===== config.mk =====
export PLATFORM = sky130hd
export DESIGN_NAME = servo_turret_sequencer
export DESIGN_NICKNAME = d
export VERILOG_FILES = /design/src/rtl/servo_turret_sequencer.sv
export SDC_FILE = /design/constraint.sdc
export NUM_CORES = 1
export LEC_CHECK = 0
export ABC_AREA = 1
export BUFFER_PORTS_ARGS = -buffer_cell sky130_fd_sc_hd__buf_4
export CAP_MARGIN = 0
export CORE_ASPECT_RATIO = 1.4
export CORE_UTILIZATION = 60
export DETAILED_ROUTE_END_ITERATION = 10
export PLACE_DENSITY = 0.74
export SETUP_SLACK_MARGIN = 0.3
export SLEW_MARGIN = 25
export SYNTH_ARGS = -nofsm -noshare
export SYNTH_HDL_FRONTEND = slang
export SYNTH_SLANG_ARGS = --single-unit

===== constraint.sdc =====
create_clock -name clock -period 5.35 [get_ports clock]
set_input_delay 0.535 -clock clock [delete_from_list [all_inputs] [get_ports clock]]
set_output_delay 0.535 -clock clock [all_outputs]
set_load 0.05 [all_outputs]

===== src/rtl/servo_turret_sequencer.sv =====
// Two-channel frame-synchronous servo PWM with a detect/slew/settle/fire/hold sequencer
// driven by prioritised direction sensors.
module servo_turret_sequencer #(
   parameter int                  N_DIR         = 3,
   parameter int                  PW            = 18,
   parameter int                  PERIOD_CYCLES = 2000000,
   parameter int                  MIN_PULSE     = 100000,
   parameter logic [N_DIR*PW-1:0] AIM_TABLE     = {18'd8000, 18'd9000, 18'd3300},
   parameter int                  AIM_HOME      = 9000,
   parameter int                  SLEW_STEP     = 500,
   parameter int                  SETTLE_FRAMES = 10,
   parameter int                  FIRE_FRAMES   = 83,
   parameter int                  RELEASE_STEP  = 30000,
   parameter int                  MAX_SHOTS     = 8
) (
   input  logic                           clock,
   input  logic                           reset,
   input  logic [2*N_DIR-1:0]             sensors,
   output logic                           aim_servo,
   output logic                           fire_servo,
   output logic                           aiming,
   output logic [$clog2(MAX_SHOTS+1)-1:0] shots_fired,
   output logic                           magazine_empty
);

   localparam int CNT_W = $clog2(PERIOD_CYCLES);
   localparam int CMP_W = ((CNT_W > PW) ? CNT_W : PW) + 2;
   localparam int SC_W  = $clog2(SETTLE_FRAMES + 1);
   localparam int FC_W  = $clog2(FIRE_FRAMES + 1);
   localparam int SH_W  = $clog2(MAX_SHOTS + 1);

   typedef enum logic [2:0] {IDLE, SLEW, SETTLE, FIRE, HOLD, EMPTY} state_t;

   state_t          state;
   logic [CNT_W-1:0] counter;
   logic            tick;
   logic [PW-1:0]   aim_off, aim_act, fire_off, fire_act, release_next, target;
   logic [PW-1:0]   aim_next, sel_target;
   logic            sel_valid, present;
   logic [SC_W-1:0] settle_cnt;
   logic [FC_W-1:0] frame_cnt;

   assign tick    = (counter == CNT_W'(PERIOD_CYCLES - 1));
   assign present = |sensors;

   // Frame counter and shadow registers: PWM widths only change at a frame boundary.
   // NOTE: sequential state uses non-blocking assignments so every register samples pre-edge values.
   always_ff @(posedge clock or posedge reset) begin
      if (reset) begin
         counter  <= '0;
         aim_act  <= PW'(AIM_HOME);
         fire_act <= '0;
      end else begin
         counter <= tick ? '0 : counter + CNT_W'(1);
         if (tick) begin
            aim_act  <= aim_off;
            fire_act <= fire_off;
         end
      end
   end

   always_ff @(posedge clock or posedge reset) begin
      if (reset) begin
         aim_servo  <= 1'b0;
         fire_servo <= 1'b0;
      end else begin
         aim_servo  <= CMP_W'(counter) < (CMP_W'(MIN_PULSE) + CMP_W'(aim_act));
         fire_servo <= CMP_W'(counter) < (CMP_W'(MIN_PULSE) + CMP_W'(fire_act));
      end
   end

   // Lowest index with a new-enemy code wins; scanning downward lets it overwrite higher ones.
   // NOTE: every always_comb output gets a default first so no latch is inferred.
   always_comb begin
      sel_valid  = 1'b0;
      sel_target = '0;
      for (int i = N_DIR - 1; i >= 0; i--) begin
         if (sensors[2*i +: 2] == 2'b10) begin
            sel_valid  = 1'b1;
            sel_target = AIM_TABLE[i*PW +: PW];
         end
      end
   end

   always_comb begin
      aim_next = target;
      if (target > aim_off) begin
         if ((target - aim_off) > PW'(SLEW_STEP)) aim_next = aim_off + PW'(SLEW_STEP);
      end else if ((aim_off - target) > PW'(SLEW_STEP)) begin
         aim_next = aim_off - PW'(SLEW_STEP);
      end
   end

   always_ff @(posedge clock or posedge reset) begin
      if (reset) begin
         state          <= IDLE;
         target         <= PW'(AIM_HOME);
         aim_off        <= PW'(AIM_HOME);
         fire_off       <= '0;
         release_next   <= '0;
         settle_cnt     <= '0;
         frame_cnt      <= '0;
         aiming         <= 1'b0;
         shots_fired    <= '0;
         magazine_empty <= 1'b0;
      end else begin
         case (state)
            IDLE: begin
               if (sel_valid) begin
                  target <= sel_target;
                  aiming <= 1'b1;
                  state  <= SLEW;
               end
            end
            SLEW: begin
               if (aim_off == target) begin
                  settle_cnt <= '0;
                  state      <= SETTLE;
               end else if (tick) begin
                  aim_off <= aim_next;
               end
            end
            SETTLE: begin
               if (tick) begin
                  settle_cnt <= settle_cnt + SC_W'(1);
                  if (settle_cnt == SC_W'(SETTLE_FRAMES - 1)) begin
                     fire_off  <= release_next + PW'(RELEASE_STEP);
                     frame_cnt <= '0;
                     state     <= FIRE;
                  end
               end
            end
            FIRE: begin
               if (tick) begin
                  frame_cnt <= frame_cnt + FC_W'(1);
                  if (frame_cnt == FC_W'(FIRE_FRAMES - 1)) begin
                     release_next <= fire_off;
                     shots_fired  <= shots_fired + SH_W'(1);
                     aiming       <= 1'b0;
                     if (shots_fired == SH_W'(MAX_SHOTS - 1)) begin
                        magazine_empty <= 1'b1;
                        state          <= EMPTY;
                     end else begin
                        state <= HOLD;
                     end
                  end
               end
            end
            HOLD: begin
               if (!present) state <= IDLE;
            end
            EMPTY: begin
               aiming <= 1'b0;
            end
            default: state <= IDLE;
         endcase
      end
   end

endmodule

Word-level counts from Yosys, hierarchy flattened --
Index checks and enable logic that the tools add are counted.
Storage, ports and cells: bits in registers 151, input port bits 8, output and inout bits 8, logic and storage cells 97
Operators by class: add/sub/neg operators 11, $lt $le $gt $ge 5, eq/ne operators 20, muxes and demuxes 30, bitwise gates (word level) 2, reductions and logical operators 14
Operators by type and width (count):
- $mux W18 | 5
- $lt A21 B19 Y1 | 2
- $add A17 B18 Y19 const A | 2
- $gt A18 B9 Y1 const B | 2
- $sub A18 B18 Y18 | 2
- $add A21 B1 Y21 const B | 1
- $eq A21 B21 Y1 const B | 1
- $mux W21 | 1
- $mux W3 | 7
- $mux W7 | 3
- $add A18 B15 Y18 const B | 1
- $add A18 B9 Y18 const B | 1
- $eq A18 B18 Y1 | 1
- $gt A18 B18 Y1 | 1
- $pmux W3 S6 | 1
- $sub A18 B9 Y18 const B | 1
- $ne A2 B2 Y1 const B | 7
- $pmux W7 S2 | 1
- $mux W13 | 1
- $reduce_and A3 Y1 | 4
- $reduce_and A4 Y1 | 3
- $add A4 B1 Y4 const B | 2
- $mux W4 | 2
- $pmux W4 S2 | 1
- 17 further kinds | 29

Longest topological paths before layout --
Gate-level depths: netlist of run 1.
word-level depth 6, mapped depth 21, gate-level depth less buffers 19

Worst setup path before layout of run 1 --
OpenSTA, ideal clock, no wires.
kind register to register, start register aim_off[5], end register aim_off[2], library setup time 118 ps, data arrival time 2600 ps, data required time 5232 ps, setup slack 2632 ps, cell stages (with the launch flop) 21, path buffers 2, period minus slack after synthesis 2718 ps, path through dfstp_2 -> clkbuf_1 -> inv_1 -> ha_1 -> nand2_2 -> nor2_1 -> nor2_1 -> nand2_2 -> nand2_1 -> nand2_1 -> nand2_1 -> nand2_1 -> nor2_1 -> nand2_1 -> nor2_4 -> nand2_2 -> buf_6 -> nand2_1 -> nand3_1 -> nand3_1 -> nand2_1
On the way: longest elaborated chain between the ends 4, elaborated cells between the ends (all ways) 11, classes of those cells add/sub (2); order compare (3); eq/ne (1); mux (3); bitwise (1); reduce/logical (1)
RTL lines:
- start, declared | RTL line 37 | logic [PW-1:0] aim_off, aim_act, fire_off, fire_act, release_next, target;
- start signal, assigned | RTL line 98 | aim_off <= PW'(AIM_HOME);
- start signal, assigned | RTL line 120 | aim_off <= aim_next;
- $sub A18 B18 Y18, on equally long branches | RTL line 89, 88
- $gt A18 B9 Y1, on equally long branches | RTL line 89, 88
- $mux W18, on equally long branches | RTL line 89, 88
- $mux W18 | RTL line 87 | if (target > aim_off) begin
Several ways; a longest one is shown, not always the timed one. A chain may end at the register's enable or synchronous reset.

Worst setup path after layout of run 1 --
start register aim_off[9], end register aim_off[13]
The elaborated chain is that of the path after synthesis.

==> metrics.csv, run 1 <==
stage,metric,value,unit
clocking,h-tree-depth,4,
worst_setup_path,crit_required,5700,ps
yosys,yosysTopAreaCellShare,31.30,%
route,wl,27790,um
clocking,numCtsBuffers,17,
placed_design,dpl_worst_slack,2009,ps
finish,syn_to_final_growth,8.454,%
finish,diodes,0,
finish,fin_cells,1585,
timing,fmax,0.2572,GHz
route,vias,8912,
global_routing,grt_max_degree,85,
finish,ff_latch_area,3395,um^2
yosys,postSynthNetCount,1447,
clocking,ctsHoldBuffers,0,
power_and_ir_drop,peakVddDrop,0.3038,mV
clocking,clk_latency,420,ps
clocking,clk_pin_slew,70,ps
timing,tns,0,ps
flow_run,maxCapViolCount,0,
timing,fin_skew,12.96,ps
yosys,ys_seq_elements,135,
yosys,netlist-cell-type-count,47,
die,coreArea,15740,um^2
route,wl_per_cell,17.53,um
global_routing,grt_usage,35.90,%
timing,tightest_slew,955.8,ps
clocking,post_cts_buffers,0,
clocking,cts_resized,0,
yosys,syn_area_per_cell,7.124,um^2
global_routing,grt_pass1_wl,44930,um
route,dr.pass1.iters,5,
yosys,synth_warnings,0,
route,viasPerCell,5.623,
clocking,cts.sinks,135,
worst_setup_path,critPathKind,register to register,
placed_design,io_buffers,15,
global_routing,gr-total-overflow,0,
route,ant_nets,0,
timing,layout_min_cycle_time,3888,ps
worst_setup_path,end_kind,register,
global_routing,grt_pass1_vias,9081,
power_and_ir_drop,fin_total_pwr,2.253,mW
route,drc,0,
finish,final_nets,1454,
worst_setup_path,start_kind,register,
placed_design,gp_congestion,1.002,
die,ioPinCount,16,
placed_design,dp.cells,1553,
die,floorplan.rows,54,
timing,postLayoutSetupSlackWorst,1462,ps
die,dieArea,16780,um^2
placed_design,placed_cell_area,9988,um^2
route,drt_iter0_drc,533,
min_path,holdCritPathClass,input port to async pin,
clocking,root_buffer,clkbuf_16,
die,initial_core_util,61.95,%
run_status,status,"finished, final reports clean",
placed_design,post-dp-hpwl,21080,um
clocking,clock_path_buffers,2,
finish,fillerInstances,1379,
worst_setup_path,arrival,4240,ps
timing,hold_viol,0,
timing,drv_slew,0,
timing,slew_headroom,36.05,%
clocking,cts_tree,built,
power_and_ir_drop,p_leak,5.416,nW
timing,finalCritPeriodShare,72.68,%
die,die_w,109.8,um
timing,setup_viol,0,
finish,layout-drive-gt1-share,7.415,%
yosys,netlist_area,9753,um^2
timing,rsz0062_at_grt,false,
finish,multi_input_area,5459,um^2
finish,final_common_cell,nand2_1,
finish,layout_common_cells,"376 x nand2_1, 192 x inv_1, 122 x dfrtp_1, 107 x nand3_1, 102 x nor2_1",
global_routing,grt_antenna_before_repair,0,
yosys,synth_largest_area_cell,dfrtp_1,
finish,stdcell_area,10580,um^2
yosys,synth_top_cells_by_area,"dfrtp_1 31%, nand2_1 15%, ha_1 8.9%",
worst_setup_path,r2r_cells,15,
die,die_y,152.9,um
yosys,synthCells,1369,
worst_setup_path,worst-path-max-fanout,16,
yosys,seq_area_frac_synth,34.80,%
power_and_ir_drop,p_per_area,213.0,nW/um^2
==> sequential cells by signal, indices dropped and copies added, names as in the netlist, 6 cells and up <==
register / flops
release_next: 18
fire_off: 18
fire_act: 18
frame_cnt: 7
counter: 21
aim_act: 16
target: 6
aim_off: 16
==> synthesized netlist by cell type, drive strengths merged <==
master and instances:
ha 69, a2111oi 2, nor4 7, o21bai 1, nand4 28, inv 198
dfstp 13, nand3 112, a31oi 6, nor3b 1, and3 1, xnor2 14
xor2 49, fa 1, a21oi 53, and2 3, nor3 17, o21a 5
o31ai 6, nor2 116, nand3b 4, nor4b 2, o21ai 102, o22ai 4
dfrtp 122, o211ai 3, a21o 2, buf 12, clkinv 3, a22oi 1
nand2 386, clkbuf 17, mux2 1, a211oi 5, or2 3
==> final timing paths <==
| path | start | end | slack [ps] |
|---|---|---|---|
| max | aim_off[9] | aim_off[13] | 1460 |
| min | reset | target[7] | 230 |
| max reg2reg | aim_off[9] | aim_off[13] | 1460 |
| min reg2reg | magazine_empty | magazine_empty | 470 |
| max in group asynchronous | reset | fire_act[9] | 3910 |
| min in group clock | sensors[4] | target[9] | 420 |
==> cell type report <==
cell class,count,share of cell area (%)
Clock buffer,17,4.022
Clock inverter,15,1.550
Inverter,201,7.204
Multi-Input combinational cell,1004,51.61
Sequential cell,135,32.09
Tap cell,196,2.318
Timing Repair Buffer,17,1.207
==> worst max-delay path: stages (launching register included) <==
cell	delay, ps
dfstp_2	590
clkinv_1	230
ha_1	470
nand2_2	140
nor2_1	460
nand3_1	470
nand3_1	220
nand2_1	60
nand2_1	70
nand2_1	80
nor2_4	340
nand3_4	260
nand2_1	120
nand3_1	70
nand3_1	160
nand2_1	70
==> kinds of logic after synthesis <==
kind of cell / count (synthesis) / share of synthesized area, %
simple gates: 680 / 30.55
buf+inv: 230 / 9.275
compound gates: 190 / 10.55
flops: 135 / 34.80
fa+ha+maj: 70 / 9.057
xor+xnor: 63 / 5.657
mux: 1 / 0.1155
==> per-stage QoR <==
step                utilization [%]  hold WS [ps]
global placement              63.43         451.8
detailed placement            63.45         462.0
CTS                           67.19         272.2
finish                        67.19         234.8
global route                  67.19         303.2
floorplan                         -         451.7
==> power breakdown <==
| group | internal (mW) | switching (mW) | leakage (nW) | total, mW |
|---|---|---|---|---|
| Clock | 0.696 | 0.492 | 0.286 | 1.19 |
| Combinational | 0.00917 | 0.0331 | 3.34 | 0.0423 |
| Sequential | 1.02 | 0.00100 | 1.79 | 1.02 |
| Total | 1.73 | 0.526 | 5.42 | 2.25 |
==> routing by layer <==
metal	up-vias	wire length (um)	share of wire, %	track usage, %
met1	4092	10110	36	35.85
met4	0	2608	9.4	30.48
met2	243	13750	49	61.46
met5	-	0	0	0
li1	4434	-	-	-
met3	143	1316	4.7	8.145
Power figures use the tool's default switching activity.
==> run 2, diff against run 1 <==
==> constraint.sdc (replaced) <==
create_clock -name clock -period 3.79 [get_ports clock]
set_input_delay 0.379 -clock clock [delete_from_list [all_inputs] [get_ports clock]]
set_output_delay 0.379 -clock clock [all_outputs]
set_load 0.05 [all_outputs]
==> metrics.csv, run 2 (synthesis gave the netlist of run 1 again) <==
stage,metric,value,unit
run_status,status,"finished, final reports clean",
timing,tightest_slew,775.9,ps
finish,top_register,counter,
worst_setup_path,arrival,3640,ps
worst_setup_path,r2r_cells,15,
global_routing,grt_pass1_vias,9110,
power_and_ir_drop,p_leak,5.450,nW
finish,postLayoutCoreUtil,67.65,%
route,wl_per_cell,18.19,um
worst_setup_path,worst-path-max-fanout,16,
timing,drv_slew,0,
flow_run,maxCapViolCount,0,
timing,hold_viol,0,
route,ant_nets,0,
worst_setup_path,start_kind,register,
power_and_ir_drop,p_per_area,290.9,nW/um^2
timing,layout_min_cycle_time,3323,ps
die,initial_core_util,61.95,%
timing,rsz0062_at_grt,false,
power_and_ir_drop,fin_total_pwr,3.098,mW
placed_design,dp.cells,1560,
min_path,holdCritPathClass,input port to async pin,
die,die_y,152.9,um
timing,finalCritPeriodShare,87.68,%
worst_setup_path,r2r_end,aim_off[11],
global_routing,grt_usage,38.48,%
global_routing,grt_antenna_before_repair,1,
clocking,numCtsBuffers,17,
route,wl,28970,um
finish,final_nets,1461,
timing,fmax,0.3009,GHz
die,ioPinCount,16,
clocking,clk_pin_slew,70,ps
timing,tns,0,ps
clocking,root_buffer,clkbuf_16,
clocking,h-tree-depth,4,
worst_setup_path,regToRegSetupSlack,470,ps
timing,setup_viol,0,
placed_design,post-dp-hpwl,20840,um
timing,postLayoutSetupSlackWorst,467.0,ps
clocking,post_cts_buffers,0,
placed_design,io_buffers,15,
die,floorplan.rows,54,
finish,layout_common_cells,"377 x nand2_1, 192 x inv_1, 122 x dfrtp_1, 105 x nand3_1, 101 x nor2_1",
worst_setup_path,end_kind,register,
global_routing,gr-total-overflow,0,
die,dieArea,16780,um^2
worst_setup_path,worstReg2RegStart,aim_off[10],
global_routing,grt_pass1_wl,47470,um
die,die_w,109.8,um
clocking,clk_latency,430,ps
finish,syn_to_final_growth,9.198,%
finish,layout-drive-gt1-share,8.381,%
global_routing,grt_max_degree,136,
route,vias,9196,
finish,final_common_cell,nand2_1,
route,drt_iter0_drc,837,
finish,fin_cells,1593,
die,coreArea,15740,um^2
worst_setup_path,critPathKind,register to register,
clocking,ctsHoldBuffers,0,
worst_setup_path,crit_required,4110,ps
placed_design,gp_congestion,1.084,
route,viasPerCell,5.773,
clocking,cts_tree,built,
timing,slew_headroom,48.28,%
placed_design,dpl_worst_slack,618.6,ps
timing,fin_skew,15.60,ps
clocking,cts.sinks,135,
finish,largest_reg_flops,21,
clocking,clock_path_buffers,2,
route,dr.pass1.iters,5,
power_and_ir_drop,peakVddDrop,0.3264,mV
route,drc,0,
-- run 2: cell types whose count changed in the layout (fill, tap and decap cells not counted), moves of 3 or more --
cell	previous run	this run
a21oi_2	0	3
a21oi_1	53	50
inv_8	0	3
buf_4	17	23
-- run 2: power breakdown --
group,switching (mW),internal (mW)
Combinational,0.0478,0.0145
Sequential,0.00135,1.44
Clock,0.730,0.862
-- run 2: how the worst max path moves through the flow --
stage | from | endpoint | cells past startpoint | slack, ps
2_1_floorplan | aim_off[5] | aim_off[2] | 20 | 1070
3_3_place_gp | aim_off[9] | aim_off[11] | 15 | 630
3_5_place_dp | aim_off[9] | aim_off[10] | 15 | 620
4_1_cts | aim_off[9] | aim_off[12] | 15 | 590
5_1_grt | aim_off[9] | aim_off[12] | 15 | 320
6_report | aim_off[10] | aim_off[11] | 15 | 470
-- run 2: stage by stage --
| step | hold WS [ps] | instance area, um^2 |
|---|---|---|
| 6_report | 120.6 | 10650 |
| 5_1_grt | 232.0 | 10650 |
| 4_1_cts | 194.5 | 10610 |
| 3_5_place_dp | 457.9 | 10050 |
| 3_3_place_gp | 445.7 | 10050 |
| 2_1_floorplan | 451.7 | 9757 |
-- run 2: area by class of cell --
cell class                 count  area (um^2)
multi-input combinational   1004         5497
fill                        1406         5092
sequential                   135         3395
inverter                     201        762.0
clock buffer                  17        425.4
tap                          196        245.2
timing repair buffer          24        192.7
clock inverter                15        131.4
antenna                        1        2.502
-- run 2: per-layer routing --
| layer | vias up | part of all wire [%] | global-route usage (%) |
|---|---|---|---|
| li1 | 4444 | - | - |
| met1 | 4273 | 36 | 41.08 |
| met2 | 315 | 48 | 60.80 |
| met3 | 162 | 7.1 | 12.54 |
| met4 | 2 | 9.0 | 31.75 |
| met5 | - | 0.041 | 0 |
-- run 2: what timing repair did --
| item | in CTS | in global routing |
|---|---|---|
| endpoints found under the hold margin | 0 | 0 |
| endpoints found under the setup margin | 0 | 16 |
| resized for setup | 0 | 11 |
-- run 2: critical path: stages, from the launching register on --
cell     delay, ps
dfrtp_1        460
inv_1          180
ha_1           460
nand2_1        250
inv_2           70
nand2_1        120
nand2_1         80
inv_1          150
nand3_1        320
xor2_1         270
nor2_4         250
nand3_4        250
nand2_1        120
nand3_1         70
nand3_1        100
nand2_1         50
